**config.mk**
```make
export PLATFORM = sky130hd
export DESIGN_NAME = serial_subtractor
export DESIGN_NICKNAME = d
export VERILOG_FILES = /design/src/rtl/serial_subtractor_pkg.sv /design/src/rtl/serial_subtractor_adder_1.sv /design/src/rtl/serial_subtractor.sv
export SDC_FILE = /design/constraint.sdc
export NUM_CORES = 1
export LEC_CHECK = 0
export CAP_MARGIN = 20
export CORE_UTILIZATION = 25
export CTS_CLUSTER_SIZE = 24
export DETAILED_ROUTE_END_ITERATION = 7
export HOLD_SLACK_MARGIN = 0.08
export MAX_ROUTING_LAYER = met4
export PLACE_DENSITY_LB_ADDON = 0.12
export SLEW_MARGIN = 20
export SYNTH_ARGS = -nofsm -noshare
export SYNTH_HDL_FRONTEND = slang
export SYNTH_HIERARCHICAL = 1
export SYNTH_SLANG_ARGS = --single-unit
```
**constraint.sdc**
```tcl
create_clock -name clk -period 2.7 [get_ports clk]
set_clock_uncertainty 0.2 [all_clocks]
set_input_delay 0.27 -clock clk [delete_from_list [all_inputs] [get_ports clk]]
set_output_delay 0.27 -clock clk [all_outputs]
set_load 0.02 [all_outputs]
```
**src/rtl/serial_subtractor_pkg.sv**
```systemverilog
// Shared definitions for the bit-serial subtractor.
package serial_subtractor_pkg;

    // Controller states: waiting for operands, stepping through bits, holding the result
    typedef enum logic [1:0] {
        S_IDLE = 2'd0,
        S_RUN  = 2'd1,
        S_DONE = 2'd2
    } state_e;

endpackage

```
**src/rtl/serial_subtractor_adder_1.sv**
```systemverilog
// 1-bit full adder used as the single per-bit slice of the serial subtractor.
module adder_1 (
    input  logic a,
    input  logic b,
    input  logic c_in,
    output logic sum,
    output logic c_out
);

    // Plain combinational full-adder equations
    assign sum   = a ^ b ^ c_in;
    assign c_out = (a & b) | (c_in & (a ^ b));

endmodule

```
**src/rtl/serial_subtractor.sv**
```systemverilog
// Bit-serial unsigned subtractor: diff = (a - b) mod 2^N computed LSB first as
// a + ~b + 1 using one full-adder slice, one bit per clock, valid/ready on both sides.
module serial_subtractor
    import serial_subtractor_pkg::*;
#(
    parameter int N = 8
) (
    input  logic         clk,
    input  logic         rst,
    input  logic         in_valid,
    output logic         in_ready,
    input  logic [N-1:0] a,
    input  logic [N-1:0] b,
    output logic         out_valid,
    input  logic         out_ready,
    output logic [N-1:0] diff,
    output logic         borrow
);

    localparam int            IW       = $clog2(N);
    localparam logic [IW-1:0] LAST_IDX = IW'(N - 1);

    state_e        state_q, state_d;
    logic [IW-1:0] idx_q, idx_d;
    logic          carry_q, carry_d;
    logic [N-1:0]  a_q, a_d;
    logic [N-1:0]  b_q, b_d;
    logic [N-1:0]  diff_q, diff_d;
    logic          borrow_q, borrow_d;

    logic          sliceA;
    logic          sliceB;
    logic          sliceSum;
    logic          sliceCout;

    // The slice sees the current bit of the minuend and the inverted subtrahend bit;
    // the carry register seeded with 1 supplies the +1 of the two's complement.
    assign sliceA = a_q[idx_q];
    assign sliceB = ~b_q[idx_q];

    adder_1 u_slice (
        .a     (sliceA),
        .b     (sliceB),
        .c_in  (carry_q),
        .sum   (sliceSum),
        .c_out (sliceCout)
    );

    // Next-state and datapath update: latch on accept, one bit per RUN cycle, hold in DONE
    always_comb begin
        state_d  = state_q;
        idx_d    = idx_q;
        carry_d  = carry_q;
        a_d      = a_q;
        b_d      = b_q;
        diff_d   = diff_q;
        borrow_d = borrow_q;
        case (state_q)
            S_IDLE: begin
                if (in_valid) begin
                    a_d     = a;
                    b_d     = b;
                    idx_d   = '0;
                    carry_d = 1'b1;
                    state_d = S_RUN;
                end
            end
            S_RUN: begin
                diff_d[idx_q] = sliceSum;
                carry_d       = sliceCout;
                if (idx_q == LAST_IDX) begin
                    borrow_d = ~sliceCout;
                    state_d  = S_DONE;
                end else begin
                    idx_d = idx_q + IW'(1);
                end
            end
            S_DONE: begin
                if (out_ready) begin
                    state_d = S_IDLE;
                end
            end
            default: begin
                state_d = S_IDLE;
            end
        endcase
    end

    // State and datapath registers; reset discards any operation in flight
    always_ff @(posedge clk or negedge rst) begin
        if (!rst) begin
            state_q  <= S_IDLE;
            idx_q    <= '0;
            carry_q  <= 1'b1;
            a_q      <= '0;
            b_q      <= '0;
            diff_q   <= '0;
            borrow_q <= 1'b0;
        end else begin
            state_q  <= state_d;
            idx_q    <= idx_d;
            carry_q  <= carry_d;
            a_q      <= a_d;
            b_q      <= b_d;
            diff_q   <= diff_d;
            borrow_q <= borrow_d;
        end
    end

    assign in_ready  = (state_q == S_IDLE);
    assign out_valid = (state_q == S_DONE);
    assign diff      = diff_q;
    assign borrow    = borrow_q;

endmodule
```
# After elaboration in Yosys (flattened, before gate mapping)
# Index checks and enable logic that the tools add are counted.
[word_totals]
elab_cells = 48
inputBits = 20
out_inout_bits = 11
register_bits = 31
[classes]
reduce_logical = 8
magnitude_cmp = 2
n_bitwise = 7
eq_ne = 7
mux = 16
n_addsub = 1
[op_table]
columns = ["op", "count"]
rows = [
  ["bitwise mux 8 bit", 1],
  ["binary-select mux 1 bit (select 3 bit)", 2],
  ["two-way mux 2 bit", 3],
  ["two-way mux 3 bit", 2],
  ["!= test 2 bit (second input constant)", 3],
  ["one-hot mux 2 bit (3 select lines)", 1],
  ["one-hot mux 3 bit (2 select lines)", 1],
  ["AND reduction 2 bit", 3],
  ["AND reduction 3 bit", 2],
  ["< comparator 3 x 4 -> 1 bit (second input constant)", 1],
  ["two-way mux 1 bit", 4],
  ["adder 3 x 1 -> 3 bit (second input constant)", 1],
  ["demux 1 bit (select 3 bit)", 1],
  ["equality test 3 bit (second input constant)", 1],
  [">= comparator 3 x 1 -> 1 bit (second input constant)", 1],
  ["bitwise AND 1 bit", 2],
  ["equality test 2 x 1 -> 1 bit (second input constant)", 1],
  ["equality test 2 bit (second input constant)", 1],
  ["zero test 2 bit", 1],
  ["!= test 2 x 1 -> 1 bit (second input constant)", 1],
  ["NOT 1 bit", 2],
  ["one-hot mux 1 bit (2 select lines)", 1],
  ["nonzero test 2 bit", 1],
  ["bitwise XOR 1 bit", 2],
  ["2 further kinds", 2],
]

# Depth between registers and ports, before layout
[depth]
word_depth = 7
depth_mapped = 6
depth_no_buf = 5

# By module
# Netlist, hierarchy kept.
[by_module_without_submodules]
columns = ["mod", "seq_area_each_um2", "instances", "cells_per_inst", "area_per_inst_um2"]
rows = [
  ["serial_subtractor", 777.0, 1, 104, 1470.2],
  ["adder_1", 0.0, 1, 1, 20.0],
]

# Worst setup path before layout
# OpenSTA, ideal clock, no wires.
[synth_timing]
kind = "reg2reg"
start = "register idx_q[0]"
end = "register diff_q[3] (netlist: diff[3])"
setup_slack_ns = 0.260
path_buffers = 1
t_required_ns = 2.375
setup_ns = 0.125
synth_period_minus_slack_ns = 2.440
path_stages_with_launch = 6
arrival_ns = 2.115
cell_sequence = "dfrtp_1 > buf_6 > mux4_1 > mux2_2 > fa_1 > mux2_2"
[synth_via]
elab_cells_between_ends = 13
classes_between = "order compare (2); mux (7); bitwise (3); reduce/logical (1)"
[synth_lines]
columns = ["item", "line_no", "text"]
rows = [
  ["start: declaration", "serial_subtractor.sv:24", "logic [IW-1:0] idx_q, idx_d;"],
  ["start signal: assignment", "serial_subtractor.sv:101", "idx_q <= idx_d;"],
  ["binary-select mux 1 bit (select 3 bit)", "serial_subtractor.sv:38", "assign sliceA = a_q[idx_q];"],
  ["two-way mux 1 bit (not written as such)", "serial_subtractor.sv:38", ""],
  ["named net sliceA", "serial_subtractor.sv:31", "logic sliceA;"],
  ["bitwise XOR 1 bit (2 in series)", "serial_subtractor_adder_1.sv:11", "assign sum = a ^ b ^ c_in;"],
  ["named net sliceSum", "serial_subtractor.sv:33", "logic sliceSum;"],
  ["bitwise mux 8 bit", "serial_subtractor.sv:69", "diff_d[idx_q] = sliceSum;"],
  ["end signal: assignment", "serial_subtractor.sv:105", "diff_q <= diff_d;"],
  ["end: declaration", "serial_subtractor.sv:28", "logic [N-1:0] diff_q, diff_d;"],
]
# The timed path passes the listed nets, and every way through them passes these cells. The select of a mux whose other input is x is not followed.
# A chain may end at the register's enable or synchronous reset.

# Final worst setup path
# Same ends and word-level chain as after synthesis.

==> out/metrics.csv <==
stage;metric;value;unit
outcome;run_status;complete, no violations;
finish;insertedDiodeCount;0;
cts;clk_path_buf_depth;2;
synthesis;synthXorXnorAreaFrac;0;%
timing;totalNegativeSetupSlack;0;ns
global_route;track_usage;10.7;%
cts;ctsHtreeMaxLevel;2;
synthesis;yosys_register_bits;31;
worst_setup_path;timing.critical_path.arrival;2.54;ns
detailed_routing;initial_drc_count;13;
finish;layout-drive-gt1-share;30.7;%
timing;timing.fmax;0.388;GHz
cts;cts_resized;0;
synthesis;synth-compound-area-share;4.11;%
synthesis;postSynthNetCount;128;
pwr;cellPowerDensity;1250;nW/um^2
place;placement.io_buffers;30;
cts;cts_tree;done;
finish;fin_nets;162;
place;detailedPlacementHpwl;2030;um
synthesis;post_synth_num_cell_types;27;
worst_setup_path;worst_setup_path_end_kind;register;
finish;final_core_util;34.5;%
place;pre_cts_ws;0.106;ns
worst_setup_path;rrSetupSlack;0.12;ns
cts;clock_sinks;31;
floorplanning;die_outline_area;6270;sq um
global_route;grt_max_degree;32;
synthesis;synth_simple_gate_area_share;8.90;%
cts;post_cts_hold_buffer_count;0;
detailed_routing;drt-pass1-iter-count;4;
worst_setup_path;path_class;register to register;
detailed_routing;wire_per_inst;13.3;um
place;place.gp.congestion;0.684;
timing;setup_repair_after_global_routing_missed_its_margin;no;
synthesis;synth_top_family_by_area;multiplexers;
floorplanning;die_width;79.2;um
cts;cts.repair_timing.setup_buffer_count;0;
floorplanning;fp-row-count;27;
detailed_routing;totalWireLength;2810;um
worst_setup_path;path_max_fanout;8;
pwr;power_leakage;0.806;nW
worst_setup_path;start_kind;register;
global_route;globalRoute.totalOverflow;0;
finish;area.growth.synth_to_final;30.6;%
cts;clock-root-buffer;sky130_fd_sc_hd__clkbuf_8;
pwr;ir_drop;0.403;mV
floorplanning;initial_utilization;26.4;%
timing;final_worst_path_cycle_share;95.4;%
global_route;grt_antenna_before_repair;0;
global_route;grt_pass1_vias;1020;
synthesis;yosysWarningCount;6;
floorplanning;num_io_pins;31;
floorplanning;core;5640;sq um
synthesis;post_synth_mux_area_share;27.5;%
timing;setup_viol;0;
timing;report.final.hold_viol_count;0;
worst_setup_path;critical_path_required;2.67;ns
timing;period_needed;2.58;ns
job;drv_cap;0;
cts;clock_latency;0.28;ns
synthesis;synthesis.area;1490;sq um
detailed_routing;ant_nets;0;
synthesis;synthAdderAreaFrac;3.02;%
timing;final_max_slew_viol_count;0;
timing;worst_slew_margin_rel;73.3;%
hold_path;hold_class;primary input to async pin;
timing;max_slew.worst_pin.slew;0.400;ns
detailed_routing;drc_violations;0;
synthesis;syn-instance-count;105;
floorplanning;die_outline_height;79.2;um
global_route;grt_first_pass_wirelength;4850;um
cts;clk_pin_slew_worst_paths;0.07;ns
synthesis;yosysSeqAreaShare;52.1;%
timing;fin_ws;0.123;ns
cts;tritoncts.num_buffers;5;
synthesis;syn-mean-instance-area;14.2;sq um
detailed_routing;avgViaCountPerCell;4.44;
detailed_routing;dr_total_vias;941;
[logic make-up after synthesis]
| kind of cell | after synthesis |
|---|---|
| AO/OA/AOI/OAI | 8 |
| adder cells (fa/ha/maj) | 3 |
| buffers and inverters | 9 |
| flip-flops | 31 |
| multiplexers | 32 |
| AND/OR/NAND/NOR | 22 |
[power by group]
| group | internal (mW) | switching, mW | leakage (nW) |
|---|---|---|---|
| Sequential | 0.706 | 0.168 | 0.370 |
| Combinational | 0.677 | 0.503 | 0.388 |
| Clock | 0.205 | 0.169 | 0.0482 |
| Total | 1.59 | 0.841 | 0.806 |
[synth_stat cells (all sizes together)]
| library cell | number | area (sq um) |
|---|---|---|
| fa | 1 | 20.0 |
| o21bai | 1 | 7.51 |
| o21ai | 1 | 5.00 |
| nand2 | 4 | 15.0 |
| nor2b | 1 | 6.26 |
| nand3 | 1 | 5.00 |
| buf | 5 | 48.8 |
| nand3b | 4 | 30.0 |
| ha | 2 | 25.0 |
| nor3b | 4 | 35.0 |
| mux4 | 4 | 97.6 |
| clkbuf | 2 | 7.51 |
| and2 | 1 | 8.76 |
| nor3 | 1 | 5.00 |
| a21oi | 1 | 5.00 |
| inv | 2 | 7.51 |
| dfrtp | 30 | 751 |
| dfstp | 1 | 26.3 |
| mux2i | 2 | 20.0 |
| a22o | 5 | 43.8 |
| mux2 | 26 | 293 |
| nor2 | 5 | 21.3 |
| nand2b | 1 | 6.26 |
[path summary, 6_finish.rpt]
path	from	depth (start not counted)	endpoint
setup / recovery	idx_q[0]$_DFFE_PN0P_	4	diff[3]$_DFFE_PN0P_
hold / removal	rst	2	diff[4]$_DFFE_PN0P_
min in group clk	carry_q$_DFFE_PN1P_	2	carry_q$_DFFE_PN1P_
max in group asynchronous	rst	2	carry_q$_DFFE_PN1P_
setup reg to reg	idx_q[0]$_DFFE_PN0P_	4	diff[3]$_DFFE_PN0P_
hold reg to reg	carry_q$_DFFE_PN1P_	2	carry_q$_DFFE_PN1P_
[stage by stage]
step | instances | power, mW | instance area [sq um] | hold slack (ns)
after floorplan | 105 | 1.71 | 1490 | -0.226
after global placement | 204 | 2.05 | 1850 | 0.266
after detailed placement | 204 | 2.09 | 1850 | 0.265
after CTS | 212 | 2.48 | 1950 | 0.197
after global routing | 212 | 2.62 | 1950 | 0.219
final | 212 | 2.43 | 1950 | 0.190
[critical path, cell delays in order (launching register included)]
cell                      delay [ns]
sky130_fd_sc_hd__dfrtp_1        0.48
sky130_fd_sc_hd__mux4_1         0.57
sky130_fd_sc_hd__mux2_2         0.30
sky130_fd_sc_hd__fa_1           0.60
sky130_fd_sc_hd__mux2_2         0.31
[registers in the layout, summed over array words and instances (netlist names)]
register and flops:
a_q 8, borrow 1, idx_q 3, carry_q 1, diff 8, state_q 2
b_q 8
[routing by layer]
| metal | GRT usage (%) | part of all wire [%] | up-vias |
|---|---|---|---|
| met4 | 3.82 | 1.1 | 0 |
| met3 | 3.91 | 5.2 | 4 |
| li1 | - | - | 445 |
| met2 | 17.5 | 51 | 24 |
| met1 | 12.0 | 43 | 468 |
| met5 | - | 0 | - |
[cell type report]
type	count	area [sq um]
flip-flops and latches	31	777
well taps	72	90.1
fillers	566	3700
repair buffers	34	330
inverters	2	7.51
clock inverters	1	5.00
clock buffers	7	86.3
multi-input cells	65	649
[layout by cell type (no fill, tap or decap)]
master,count
sky130_fd_sc_hd__clkbuf_8,6
sky130_fd_sc_hd__dfrtp_1,30
sky130_fd_sc_hd__mux2_2,26
sky130_fd_sc_hd__nand3_1,1
sky130_fd_sc_hd__buf_4,4
sky130_fd_sc_hd__mux4_2,2
sky130_fd_sc_hd__fa_1,1
sky130_fd_sc_hd__nand2b_1,1
sky130_fd_sc_hd__o21bai_1,1
sky130_fd_sc_hd__nand2_1,4
sky130_fd_sc_hd__a22o_1,5
sky130_fd_sc_hd__nor2b_1,1
sky130_fd_sc_hd__ha_1,2
sky130_fd_sc_hd__o21ai_0,1
sky130_fd_sc_hd__nor3_1,1
sky130_fd_sc_hd__a21oi_1,1
sky130_fd_sc_hd__nor2_2,1
sky130_fd_sc_hd__and2_4,1
sky130_fd_sc_hd__mux4_1,2
sky130_fd_sc_hd__clkbuf_1,1
sky130_fd_sc_hd__clkdlybuf4s50_1,30
sky130_fd_sc_hd__mux2i_1,2
sky130_fd_sc_hd__nor3b_1,3
sky130_fd_sc_hd__clkinv_2,1
sky130_fd_sc_hd__nand3b_1,4
sky130_fd_sc_hd__nor3b_2,1
sky130_fd_sc_hd__dfstp_2,1
sky130_fd_sc_hd__inv_1,2
sky130_fd_sc_hd__nor2_1,4
Power figures use the tool's default switching activity.
